==> src/rtl/rapcores_bus_arbiter_if.sv <==
// Bundles the M0 Wishbone, M1 debug and shared register-bus signals of rapcores_bus_arbiter.
// The arbiter connects through the slave modport; the surrounding masters and register file use master.
interface rapcores_bus_arbiter_if #(
  parameter int unsigned ADR_W = 32
);
  logic             wbs_cyc_i;
  logic             wbs_stb_i;
  logic             wbs_we_i;
  logic [3:0]       wbs_sel_i;
  logic [ADR_W-1:0] wbs_adr_i;
  logic [31:0]      wbs_dat_i;
  logic             wbs_ack_o;
  logic [31:0]      wbs_dat_o;

  logic             dbg_req_i;
  logic             dbg_we_i;
  logic [3:0]       dbg_sel_i;
  logic [ADR_W-1:0] dbg_adr_i;
  logic [31:0]      dbg_dat_i;
  logic             dbg_ack_o;
  logic [31:0]      dbg_dat_o;

  logic             reg_cyc_o;
  logic             reg_stb_o;
  logic             reg_we_o;
  logic [3:0]       reg_sel_o;
  logic [ADR_W-1:0] reg_adr_o;
  logic [31:0]      reg_dat_o;
  logic             reg_ack_i;
  logic [31:0]      reg_dat_i;

  modport slave (
    input  wbs_cyc_i, wbs_stb_i, wbs_we_i, wbs_sel_i, wbs_adr_i, wbs_dat_i,
    output wbs_ack_o, wbs_dat_o,
    input  dbg_req_i, dbg_we_i, dbg_sel_i, dbg_adr_i, dbg_dat_i,
    output dbg_ack_o, dbg_dat_o,
    output reg_cyc_o, reg_stb_o, reg_we_o, reg_sel_o, reg_adr_o, reg_dat_o,
    input  reg_ack_i, reg_dat_i
  );

  modport master (
    output wbs_cyc_i, wbs_stb_i, wbs_we_i, wbs_sel_i, wbs_adr_i, wbs_dat_i,
    input  wbs_ack_o, wbs_dat_o,
    output dbg_req_i, dbg_we_i, dbg_sel_i, dbg_adr_i, dbg_dat_i,
    input  dbg_ack_o, dbg_dat_o,
    input  reg_cyc_o, reg_stb_o, reg_we_o, reg_sel_o, reg_adr_o, reg_dat_o,
    output reg_ack_i, reg_dat_i
  );
endinterface

==> src/rtl/rapcores_bus_arbiter.sv <==
// Round-robin arbiter sharing the RAPcores register bus between the SoC Wishbone port (M0)
// and the LA debug master (M1). Define RAPCORES_ARB_TIMEOUT_EN to terminate hung accesses.
module rapcores_bus_arbiter #(
  parameter int unsigned ADR_W          = 32,
  parameter int unsigned TIMEOUT_CYCLES = 255
) (
  input  logic                  wb_clk_i,
  input  logic                  wb_rst_ni,
  rapcores_bus_arbiter_if.slave bus,
  output logic                  err_o
);
  localparam int unsigned DAT_W = 32;
  localparam int unsigned SEL_W = 4;

  if (TIMEOUT_CYCLES == 0 || TIMEOUT_CYCLES > 255) begin : g_bad_timeout
    $error("TIMEOUT_CYCLES must be within 1..255");
  end

  typedef enum logic [1:0] {IDLE, BUSY, DONE} state_t;

  typedef struct packed {
    logic             we;
    logic [SEL_W-1:0] sel;
    logic [ADR_W-1:0] adr;
    logic [DAT_W-1:0] dat;
  } req_t;

  state_t           state, state_n;
  req_t             req_q, req_n, m0_payload, m1_payload;
  logic             stb_q, stb_n;
  logic             grant_q, grant_n;   // 1 = M1 owns the current access
  logic             last_q, last_n;     // 1 = M1 was granted most recently
  logic             wbs_ack_q, wbs_ack_n, dbg_ack_q, dbg_ack_n;
  logic [DAT_W-1:0] wbs_dat_q, wbs_dat_n, dbg_dat_q, dbg_dat_n;
  logic             err_q, err_n;
  logic             m0_req, m1_req, pick_m1, hold;

`ifdef RAPCORES_ARB_TIMEOUT_EN
  localparam int unsigned      CNT_W        = 8;
  localparam logic [CNT_W-1:0] TMO_LIMIT    = CNT_W'(TIMEOUT_CYCLES);
  localparam logic [DAT_W-1:0] TIMEOUT_DATA = 32'hDEAD_BEEF;
  logic [CNT_W-1:0] cnt_q, cnt_n, cnt_inc;
  assign cnt_inc = cnt_q + CNT_W'(1);
`endif

  assign m0_req     = bus.wbs_cyc_i & bus.wbs_stb_i;
  assign m1_req     = bus.dbg_req_i;
  assign pick_m1    = m1_req & (~m0_req | ~last_q);
  assign hold       = grant_q ? bus.dbg_req_i : bus.wbs_cyc_i;
  assign m0_payload = {bus.wbs_we_i, bus.wbs_sel_i, bus.wbs_adr_i, bus.wbs_dat_i};
  assign m1_payload = {bus.dbg_we_i, bus.dbg_sel_i, bus.dbg_adr_i, bus.dbg_dat_i};

  // State and output registers
  always_ff @(posedge wb_clk_i or negedge wb_rst_ni) begin
    if (!wb_rst_ni) begin
      state     <= IDLE;
      req_q     <= '0;
      stb_q     <= 1'b0;
      grant_q   <= 1'b0;
      last_q    <= 1'b1;
      wbs_ack_q <= 1'b0;
      dbg_ack_q <= 1'b0;
      wbs_dat_q <= '0;
      dbg_dat_q <= '0;
      err_q     <= 1'b0;
`ifdef RAPCORES_ARB_TIMEOUT_EN
      cnt_q     <= '0;
`endif
    end else begin
      state     <= state_n;
      req_q     <= req_n;
      stb_q     <= stb_n;
      grant_q   <= grant_n;
      last_q    <= last_n;
      wbs_ack_q <= wbs_ack_n;
      dbg_ack_q <= dbg_ack_n;
      wbs_dat_q <= wbs_dat_n;
      dbg_dat_q <= dbg_dat_n;
      err_q     <= err_n;
`ifdef RAPCORES_ARB_TIMEOUT_EN
      cnt_q     <= cnt_n;
`endif
    end
  end

  // Next-state and next-output logic
  always_comb begin
    state_n   = state;
    req_n     = req_q;
    stb_n     = stb_q;
    grant_n   = grant_q;
    last_n    = last_q;
    wbs_ack_n = 1'b0;
    dbg_ack_n = 1'b0;
    wbs_dat_n = wbs_dat_q;
    dbg_dat_n = dbg_dat_q;
    err_n     = err_q;
`ifdef RAPCORES_ARB_TIMEOUT_EN
    cnt_n     = cnt_q;
`endif
    case (state)
      IDLE: begin
        if (m0_req | m1_req) begin
          grant_n = pick_m1;
          last_n  = pick_m1;
          req_n   = pick_m1 ? m1_payload : m0_payload;
          stb_n   = 1'b1;
          state_n = BUSY;
`ifdef RAPCORES_ARB_TIMEOUT_EN
          cnt_n   = '0;
`endif
        end
      end
      BUSY: begin
        // A register-file ack always beats an abort or a timeout in the same cycle
        if (bus.reg_ack_i) begin
          stb_n   = 1'b0;
          state_n = DONE;
          if (grant_q) begin
            dbg_ack_n = 1'b1;
            dbg_dat_n = bus.reg_dat_i;
          end else begin
            wbs_ack_n = 1'b1;
            wbs_dat_n = bus.reg_dat_i;
          end
        end else if (!hold) begin
          stb_n   = 1'b0;
          state_n = IDLE;
`ifdef RAPCORES_ARB_TIMEOUT_EN
        end else if (cnt_inc == TMO_LIMIT) begin
          stb_n   = 1'b0;
          err_n   = 1'b1;
          state_n = DONE;
          if (grant_q) begin
            dbg_ack_n = 1'b1;
            dbg_dat_n = TIMEOUT_DATA;
          end else begin
            wbs_ack_n = 1'b1;
            wbs_dat_n = TIMEOUT_DATA;
          end
        end else begin
          cnt_n = cnt_inc;
`endif
        end
      end
      DONE:    state_n = IDLE;
      default: state_n = IDLE;
    endcase
  end

  assign bus.reg_cyc_o = stb_q;
  assign bus.reg_stb_o = stb_q;
  assign bus.reg_we_o  = req_q.we;
  assign bus.reg_sel_o = req_q.sel;
  assign bus.reg_adr_o = req_q.adr;
  assign bus.reg_dat_o = req_q.dat;
  assign bus.wbs_ack_o = wbs_ack_q;
  assign bus.wbs_dat_o = wbs_dat_q;
  assign bus.dbg_ack_o = dbg_ack_q;
  assign bus.dbg_dat_o = dbg_dat_q;
  assign err_o         = err_q;
endmodule

==> src/flat_wrapper.sv <==
// flat-port wrapper written by rule: the top's interface ports become plain ports
module rapcores_bus_arbiter_flat 
#(
  parameter int unsigned ADR_W          = 32,
  parameter int unsigned TIMEOUT_CYCLES = 255
)
  (wb_clk_i, wb_rst_ni, err_o, bus_wbs_cyc_i, bus_wbs_stb_i, bus_wbs_we_i, bus_wbs_sel_i, bus_wbs_adr_i, bus_wbs_dat_i, bus_wbs_ack_o, bus_wbs_dat_o, bus_dbg_req_i, bus_dbg_we_i, bus_dbg_sel_i, bus_dbg_adr_i, bus_dbg_dat_i, bus_dbg_ack_o, bus_dbg_dat_o, bus_reg_cyc_o, bus_reg_stb_o, bus_reg_we_o, bus_reg_sel_o, bus_reg_adr_o, bus_reg_dat_o, bus_reg_ack_i, bus_reg_dat_i);
  rapcores_bus_arbiter_if #(.ADR_W(ADR_W)) bus_i ();
  input  logic wb_clk_i;
  input  logic wb_rst_ni;
  output logic err_o;
  input wire logic [$bits(bus_i.wbs_cyc_i)-1:0] bus_wbs_cyc_i;
  input wire logic [$bits(bus_i.wbs_stb_i)-1:0] bus_wbs_stb_i;
  input wire logic [$bits(bus_i.wbs_we_i)-1:0] bus_wbs_we_i;
  input wire logic [$bits(bus_i.wbs_sel_i)-1:0] bus_wbs_sel_i;
  input wire logic [$bits(bus_i.wbs_adr_i)-1:0] bus_wbs_adr_i;
  input wire logic [$bits(bus_i.wbs_dat_i)-1:0] bus_wbs_dat_i;
  output wire logic [$bits(bus_i.wbs_ack_o)-1:0] bus_wbs_ack_o;
  output wire logic [$bits(bus_i.wbs_dat_o)-1:0] bus_wbs_dat_o;
  input wire logic [$bits(bus_i.dbg_req_i)-1:0] bus_dbg_req_i;
  input wire logic [$bits(bus_i.dbg_we_i)-1:0] bus_dbg_we_i;
  input wire logic [$bits(bus_i.dbg_sel_i)-1:0] bus_dbg_sel_i;
  input wire logic [$bits(bus_i.dbg_adr_i)-1:0] bus_dbg_adr_i;
  input wire logic [$bits(bus_i.dbg_dat_i)-1:0] bus_dbg_dat_i;
  output wire logic [$bits(bus_i.dbg_ack_o)-1:0] bus_dbg_ack_o;
  output wire logic [$bits(bus_i.dbg_dat_o)-1:0] bus_dbg_dat_o;
  output wire logic [$bits(bus_i.reg_cyc_o)-1:0] bus_reg_cyc_o;
  output wire logic [$bits(bus_i.reg_stb_o)-1:0] bus_reg_stb_o;
  output wire logic [$bits(bus_i.reg_we_o)-1:0] bus_reg_we_o;
  output wire logic [$bits(bus_i.reg_sel_o)-1:0] bus_reg_sel_o;
  output wire logic [$bits(bus_i.reg_adr_o)-1:0] bus_reg_adr_o;
  output wire logic [$bits(bus_i.reg_dat_o)-1:0] bus_reg_dat_o;
  input wire logic [$bits(bus_i.reg_ack_i)-1:0] bus_reg_ack_i;
  input wire logic [$bits(bus_i.reg_dat_i)-1:0] bus_reg_dat_i;
  assign bus_i.wbs_cyc_i = bus_wbs_cyc_i;
  assign bus_i.wbs_stb_i = bus_wbs_stb_i;
  assign bus_i.wbs_we_i = bus_wbs_we_i;
  assign bus_i.wbs_sel_i = bus_wbs_sel_i;
  assign bus_i.wbs_adr_i = bus_wbs_adr_i;
  assign bus_i.wbs_dat_i = bus_wbs_dat_i;
  assign bus_wbs_ack_o = bus_i.wbs_ack_o;
  assign bus_wbs_dat_o = bus_i.wbs_dat_o;
  assign bus_i.dbg_req_i = bus_dbg_req_i;
  assign bus_i.dbg_we_i = bus_dbg_we_i;
  assign bus_i.dbg_sel_i = bus_dbg_sel_i;
  assign bus_i.dbg_adr_i = bus_dbg_adr_i;
  assign bus_i.dbg_dat_i = bus_dbg_dat_i;
  assign bus_dbg_ack_o = bus_i.dbg_ack_o;
  assign bus_dbg_dat_o = bus_i.dbg_dat_o;
  assign bus_reg_cyc_o = bus_i.reg_cyc_o;
  assign bus_reg_stb_o = bus_i.reg_stb_o;
  assign bus_reg_we_o = bus_i.reg_we_o;
  assign bus_reg_sel_o = bus_i.reg_sel_o;
  assign bus_reg_adr_o = bus_i.reg_adr_o;
  assign bus_reg_dat_o = bus_i.reg_dat_o;
  assign bus_i.reg_ack_i = bus_reg_ack_i;
  assign bus_i.reg_dat_i = bus_reg_dat_i;
  rapcores_bus_arbiter #(.ADR_W(ADR_W), .TIMEOUT_CYCLES(TIMEOUT_CYCLES)) u_core (.wb_clk_i(wb_clk_i), .wb_rst_ni(wb_rst_ni), .bus(bus_i), .err_o(err_o));
endmodule
==> config.mk <==
export PLATFORM = sky130hd
export DESIGN_NAME = rapcores_bus_arbiter_flat
export DESIGN_NICKNAME = d
export VERILOG_FILES = /design/src/rtl/rapcores_bus_arbiter_if.sv /design/src/rtl/rapcores_bus_arbiter.sv /design/src/flat_wrapper.sv
export SDC_FILE = /design/constraint.sdc
export NUM_CORES = 1
export LEC_CHECK = 0
export ABC_AREA = 1
export BUFFER_PORTS_ARGS = -buffer_cell sky130_fd_sc_hd__buf_2
export CAP_MARGIN = 20
export CORE_AREA = 3 3 127 129
export CTS_CLUSTER_SIZE = 25
export DETAILED_ROUTE_END_ITERATION = 12
export DIE_AREA = 0 0 130 132
export MAX_ROUTING_LAYER = met4
export PLACE_DENSITY_LB_ADDON = 0.2
export SETUP_SLACK_MARGIN = 0.15
export SLEW_MARGIN = 20
export SYNTH_ARGS = -nofsm -noshare
export SYNTH_HDL_FRONTEND = slang
export SYNTH_SLANG_ARGS = --single-unit
==> constraint.sdc <==
create_clock -name wb_clk_i -period 1.33 [get_ports wb_clk_i]
set_input_delay 0.133 -clock wb_clk_i [delete_from_list [all_inputs] [get_ports wb_clk_i]]
set_output_delay 0.133 -clock wb_clk_i [all_outputs]
set_load 0.02 [all_outputs]
Word-level counts from Yosys, hierarchy flattened

Cells that the tools add are included.

Register bits: 140
Bits of input ports: 176
Output and inout bits: 138
Logic and storage cells: 45

Equality and inequality tests: 3
Muxes and demuxes: 16
Bitwise logic cells: 7
Reductions and logical operators: 7

Operator list:

| cell                                                                    | number |
|---|---|
| 69-bit two-way mux                                                      | 1 |
| 1-bit two-way mux                                                       | 10 |
| 3-bit AND reduction                                                     | 3 |
| 2-bit two-way mux                                                       | 3 |
| 2-bit one-hot mux with 2 select lines                                   | 1 |
| 2-bit AND reduction                                                     | 2 |
| 3-bit inequality test, second input constant                            | 1 |
| 1-bit inverter                                                          | 3 |
| 1-bit AND                                                               | 2 |
| 2-bit by 1-bit equality test with 1-bit output, second input constant   | 1 |
| 2-bit zero test                                                         | 1 |
| 2-bit by 1-bit inequality test with 1-bit output, second input constant | 1 |
| 1-bit OR                                                                | 2 |
| 1-bit one-hot mux with 2 select lines                                   | 1 |
| 2-bit nonzero test                                                      | 1 |

Depth between registers and ports, before layout

Depth after elaboration: 5
Gate-level depth with buffers: 8
Gate-level depth less buffers: 7

Worst setup path after synthesis

OpenSTA, ideal clock, no wires.

Path type: reg2reg
Start point: register u_core.last_q
End point: register u_core.req_q (netlist bit u_core.bus.reg_dat_o[20])
Data arrival time: 1.153 ns
Slack: 0.056 ns
Cell stages (with the launch flop): 8
Cell sequence: dfstp_2 -> nand3_1 -> nand2_1 -> buf_4 -> buf_2 -> nand2_1 -> nand2_1 -> o21ai_1

Cells in the longest elaborated chain, start to end: 4

Ends and longest elaborated chain:

| item                     | RTL line                    | RTL |
|---|---|---|
| start: declaration       | rapcores_bus_arbiter.sv:32  | `logic last_q, last_n;` |
| start signal: assignment | rapcores_bus_arbiter.sv:74  | `last_q <= last_n;` |
| 1-bit inverter           | rapcores_bus_arbiter.sv:48  | `assign pick_m1 = m1_req & (~m0_req \| ~last_q);` |
| 1-bit OR                 | rapcores_bus_arbiter.sv:48  |  |
| 1-bit AND                | rapcores_bus_arbiter.sv:48  |  |
| 69-bit two-way mux       | rapcores_bus_arbiter.sv:106 | `req_n = pick_m1 ? m1_payload : m0_payload;` |
| end signal: assignment   | rapcores_bus_arbiter.sv:71  | `req_q <= req_n;` |
| end: declaration         | rapcores_bus_arbiter.sv:29  | `req_t req_q, req_n, m0_payload, m1_payload;` |

Every way passes these cells.
A chain may end at the register's enable or synchronous reset.

Worst setup path after layout

Start point: register u_core.state[1]
End point: register u_core.dbg_dat_q[22] (netlist: u_core.bus.dbg_dat_o[22])

Cells in the longest elaborated chain, start to end: 2

Ends and longest elaborated chain:

| item                                           | RTL line                    | RTL |
|---|---|---|
| start: declaration                             | rapcores_bus_arbiter.sv:28  | `state_t state, state_n;` |
| start signal: assignment                       | rapcores_bus_arbiter.sv:70  | `state <= state_n;` |
| 2-bit by 1-bit equality test with 1-bit output | rapcores_bus_arbiter.sv:101 | `case (state)` |
| 3-bit AND reduction (no source line)           | -                           |  |
| end signal: assignment                         | rapcores_bus_arbiter.sv:78  | `dbg_dat_q <= dbg_dat_n;` |
| end: declaration                               | rapcores_bus_arbiter.sv:34  | `logic [DAT_W-1:0] wbs_dat_q, wbs_dat_n, dbg_dat_q, dbg_dat_n;` |

Every way passes these cells.

==> metrics.log <==
INFO  metric pin_count = approximately 310
INFO  metric critPathRequiredTime = 1.63 ns
INFO  metric worstReg2RegStart = u_core.state[1]
INFO  metric die_h = about 130 um
INFO  metric synthesized_area = ~6300 um^2
INFO  metric initial_antenna_violation_count = 0
INFO  metric clock_latency = 0.42 ns
INFO  metric grt.met1_usage = 0.278
INFO  metric fin_cells = 1423
INFO  metric multi_input_combinational_cell_area = 2240 um^2
INFO  metric grt.met3_usage = 0.0705
INFO  metric detailedRoute.firstPassIterationCount = 5
INFO  metric grt_first_pass_wirelength = between 30000 and 40000 um
INFO  metric max_cap_violations = 0
INFO  metric global_route.peak_usage_layer = met2
INFO  metric total_power = between 20000 and 25000 uW
INFO  metric clock_tree_from_tritoncts = yes
INFO  metric cts_root_buf = sky130_fd_sc_hd__clkbuf_16
INFO  metric leakage_dissipation = 0.00578 uW
INFO  metric post_synth_inst_count = 791
INFO  metric wirelength = 22100 um
INFO  metric dpl.cell_count = 1270
INFO  metric initial_core_util = 0.418
INFO  metric floorplan.die_area = 17200 um^2
INFO  metric achievable-frequency = 747 MHz
INFO  metric finalClockSkew = 0.00970 ns
INFO  metric number_of_global_route_vias_before_repair = between 6k and 7k
INFO  metric synth.avg_cell_area = approximately 8 um^2
INFO  metric fillCellCount = between 1k and 1.5k
INFO  metric layout.cells.most_common = sky130_fd_sc_hd__buf_2
INFO  metric synth.yosys.seq_area_share = 0.553
INFO  metric final_hold_viol_count = 0
INFO  metric layout.core_utilization = 0.682
INFO  metric placement.io_buffers = roughly 310
INFO  metric grt_overflow_total = 0
INFO  metric syn_to_final_growth = 63.0%
INFO  metric layout_common_cells = sky130_fd_sc_hd__buf_2, sky130_fd_sc_hd__nand2_1, sky130_fd_sc_hd__dfrtp_1, sky130_fd_sc_hd__o21ai_1, sky130_fd_sc_hd__inv_1
INFO  metric seqCellArea = 3510 um^2
INFO  metric worst_hold_path_startpoint = bus_dbg_dat_i[2]
INFO  metric outcome = complete, but fails checks
INFO  metric pin_count_of_the_biggest_net_entering_global_routing = 49
INFO  metric core_area = 15100 um^2
INFO  metric hold-worst-slack = 0.00182 ns
INFO  metric num_vias = 6810
INFO  metric rows = 45
INFO  metric postSynthNetCount = 967
INFO  metric diodes = 0
INFO  metric globalplace.congestion = 0.827
INFO  metric gr_layer_usage_met2 = 0.407
INFO  metric setup.worst_path.class = flip-flop to flip-flop
INFO  metric unrepaired_setup_endpoints_after_global_routing = yes
INFO  metric ys_seq_elements = 140
INFO  metric timing.final.setup_violations = 7
INFO  metric final_period_minus_worst_setup_slack = 1.34 ns
INFO  metric gr-usage-all-layers = 0.243
INFO  metric ys.warnings.count = 0
INFO  metric rrSetupSlack = -0.009 ns
INFO  metric p_per_area = between 2000 and 2500 nW/um^2
INFO  metric cts.sink_count = 140
INFO  metric drive_gt1_frac = 0.354
INFO  metric failing_checks = setup timing
INFO  metric htree_num_levels = 4
INFO  metric data_arrival_time_of_the_critical_path = 1.64 ns
INFO  metric critical_path.startpoint_type = flip-flop
INFO  metric post-route-drc-count = 0
INFO  metric cts_inserted_buffers = 17
INFO  metric synth.lib_cells_used.distinct = 17
INFO  metric nNetsFinal = between 1k and 1.5k
INFO  metric post_dp_hpwl = around 14000 um
INFO  metric post_drt_wl_per_cell = roughly 16 um
INFO  metric worstSetupEndpointType = flip-flop
INFO  metric slew_violations = 0
INFO  metric drtIter0Drc = 314
INFO  metric final_cycle_utilization_of_the_critical_path = 1.01
INFO  metric final_antenna_net_count = 0
INFO  metric postLayoutSetupSlackWorst = -0.00851 ns
INFO  metric startpoint = u_core.state[1]
INFO  metric worst_ir_drop_vdd = 0.00115 V
INFO  metric clk_pin_slew = 0.06 ns
INFO  metric min-delay-path-class = input port to flip-flop
INFO  metric timing.critical_path.fanout_max = 9
INFO  metric detail_routed_via_count_per_cell = about 4.8
INFO  metric die_width = roughly 130 um
INFO  metric clock_path_buffers = 2
worst paths after layout:
check                                                 to  cells past startpoint
worst max-delay path            u_core.bus.dbg_dat_o[22]                      8
worst min-delay path             u_core.bus.reg_dat_o[2]                      3
max in group asynchronous       u_core.bus.reg_dat_o[25]                      3
worst min register to register  u_core.bus.wbs_dat_o[29]                      2
min in group asynchronous       u_core.bus.wbs_dat_o[16]                      2
worst max register to register  u_core.bus.dbg_dat_o[22]                      8
critical path: stages, from the launching register on:
cell	delay, ns
sky130_fd_sc_hd__dfrtp_1	0.40
sky130_fd_sc_hd__inv_2	0.07
sky130_fd_sc_hd__nand2_2	0.06
sky130_fd_sc_hd__nor2_4	0.13
sky130_fd_sc_hd__buf_12	0.12
sky130_fd_sc_hd__nand2_8	0.11
sky130_fd_sc_hd__clkbuf_16	0.20
sky130_fd_sc_hd__nand2_1	0.06
sky130_fd_sc_hd__o21ai_1	0.06
flip-flops by register name, summed over array words and instances (netlist names):
signal and count:
u_core.bus.dbg_ack_o 1, u_core.bus.reg_we_o 1, u_core.bus.wbs_ack_o 1, u_core.bus.reg_sel_o 4, u_core.state 2, u_core.bus.reg_dat_o 32
u_core.last_q 1, u_core.bus.reg_adr_o 32, u_core.bus.wbs_dat_o 32, u_core.grant_q 1, u_core.bus.reg_cyc_o 1, u_core.bus.dbg_dat_o 32
metal layers:
metal	wire length (um)	share of wire
met4	567	0.026
met2	11200	0.51
met3	1590	0.072
met1	8700	0.39
met5	0	0
report_power, final:
| group | total [uW] | internal (uW) | switching [uW] |
|---|---|---|---|
| sequential | 7480 | 6290 | 1190 |
| clock | 4960 | 3000 | 1960 |
| combinational | 10200 | 3810 | 6340 |
layout make-up:
class / instances / share of cell area
well taps: 188 / 0.0228
multi-input cells: 500 / 0.217
flip-flops and latches: 140 / 0.339
clock buffers: 18 / 0.0416
inverters: 108 / 0.0397
repair buffers: 455 / 0.322
clock inverters: 14 / 0.0179
per-stage QoR:
step / cell area, um^2 / worst slack (ns) / setup TNS (ns)
2_1_floorplan: 6370 / 0.145 / 0
3_3_place_gp: 8100 / 0.00285 / 0
3_5_place_dp: 8100 / -0.0187 / -0.168
4_1_cts: 9920 / 0.0415 / 0
5_1_grt: 10300 / -0.0981 / -4.59
6_report: 10300 / -0.00851 / -0.0266
kinds of logic (layout without fill, tap and decap cells):
family / Yosys count / count (layout) / synth area share
AND/OR/NAND/NOR: 363 / 365 / 0.219
buffers and inverters: 153 / 595 / 0.122
flip-flops: 140 / 140 / 0.553
AO/OA/AOI/OAI: 134 / 134 / 0.106
other: 1 / 1 / 0.000592
repair_timing:
action	4_1_cts	5_1_grt
hold buffers	95	0
gates resized for setup	25	49
endpoints found under the setup margin	123	138
endpoints found under the hold margin	179	0
cloned	6	13
buffers inserted	6	1
pin swaps	1	0
synth_stat cells (all sizes together):
master,count,area (um^2)
buf,37,330
clkbuf,8,30.0
clkinv,1,8.76
conb,1,3.75
dfrtp,139,3480
dfstp,1,26.3
inv,107,402
nand2,287,1090
nand3,4,20.0
nor2,72,278
o21ai,134,671
No activity file was read; power rests on OpenSTA's default activity.
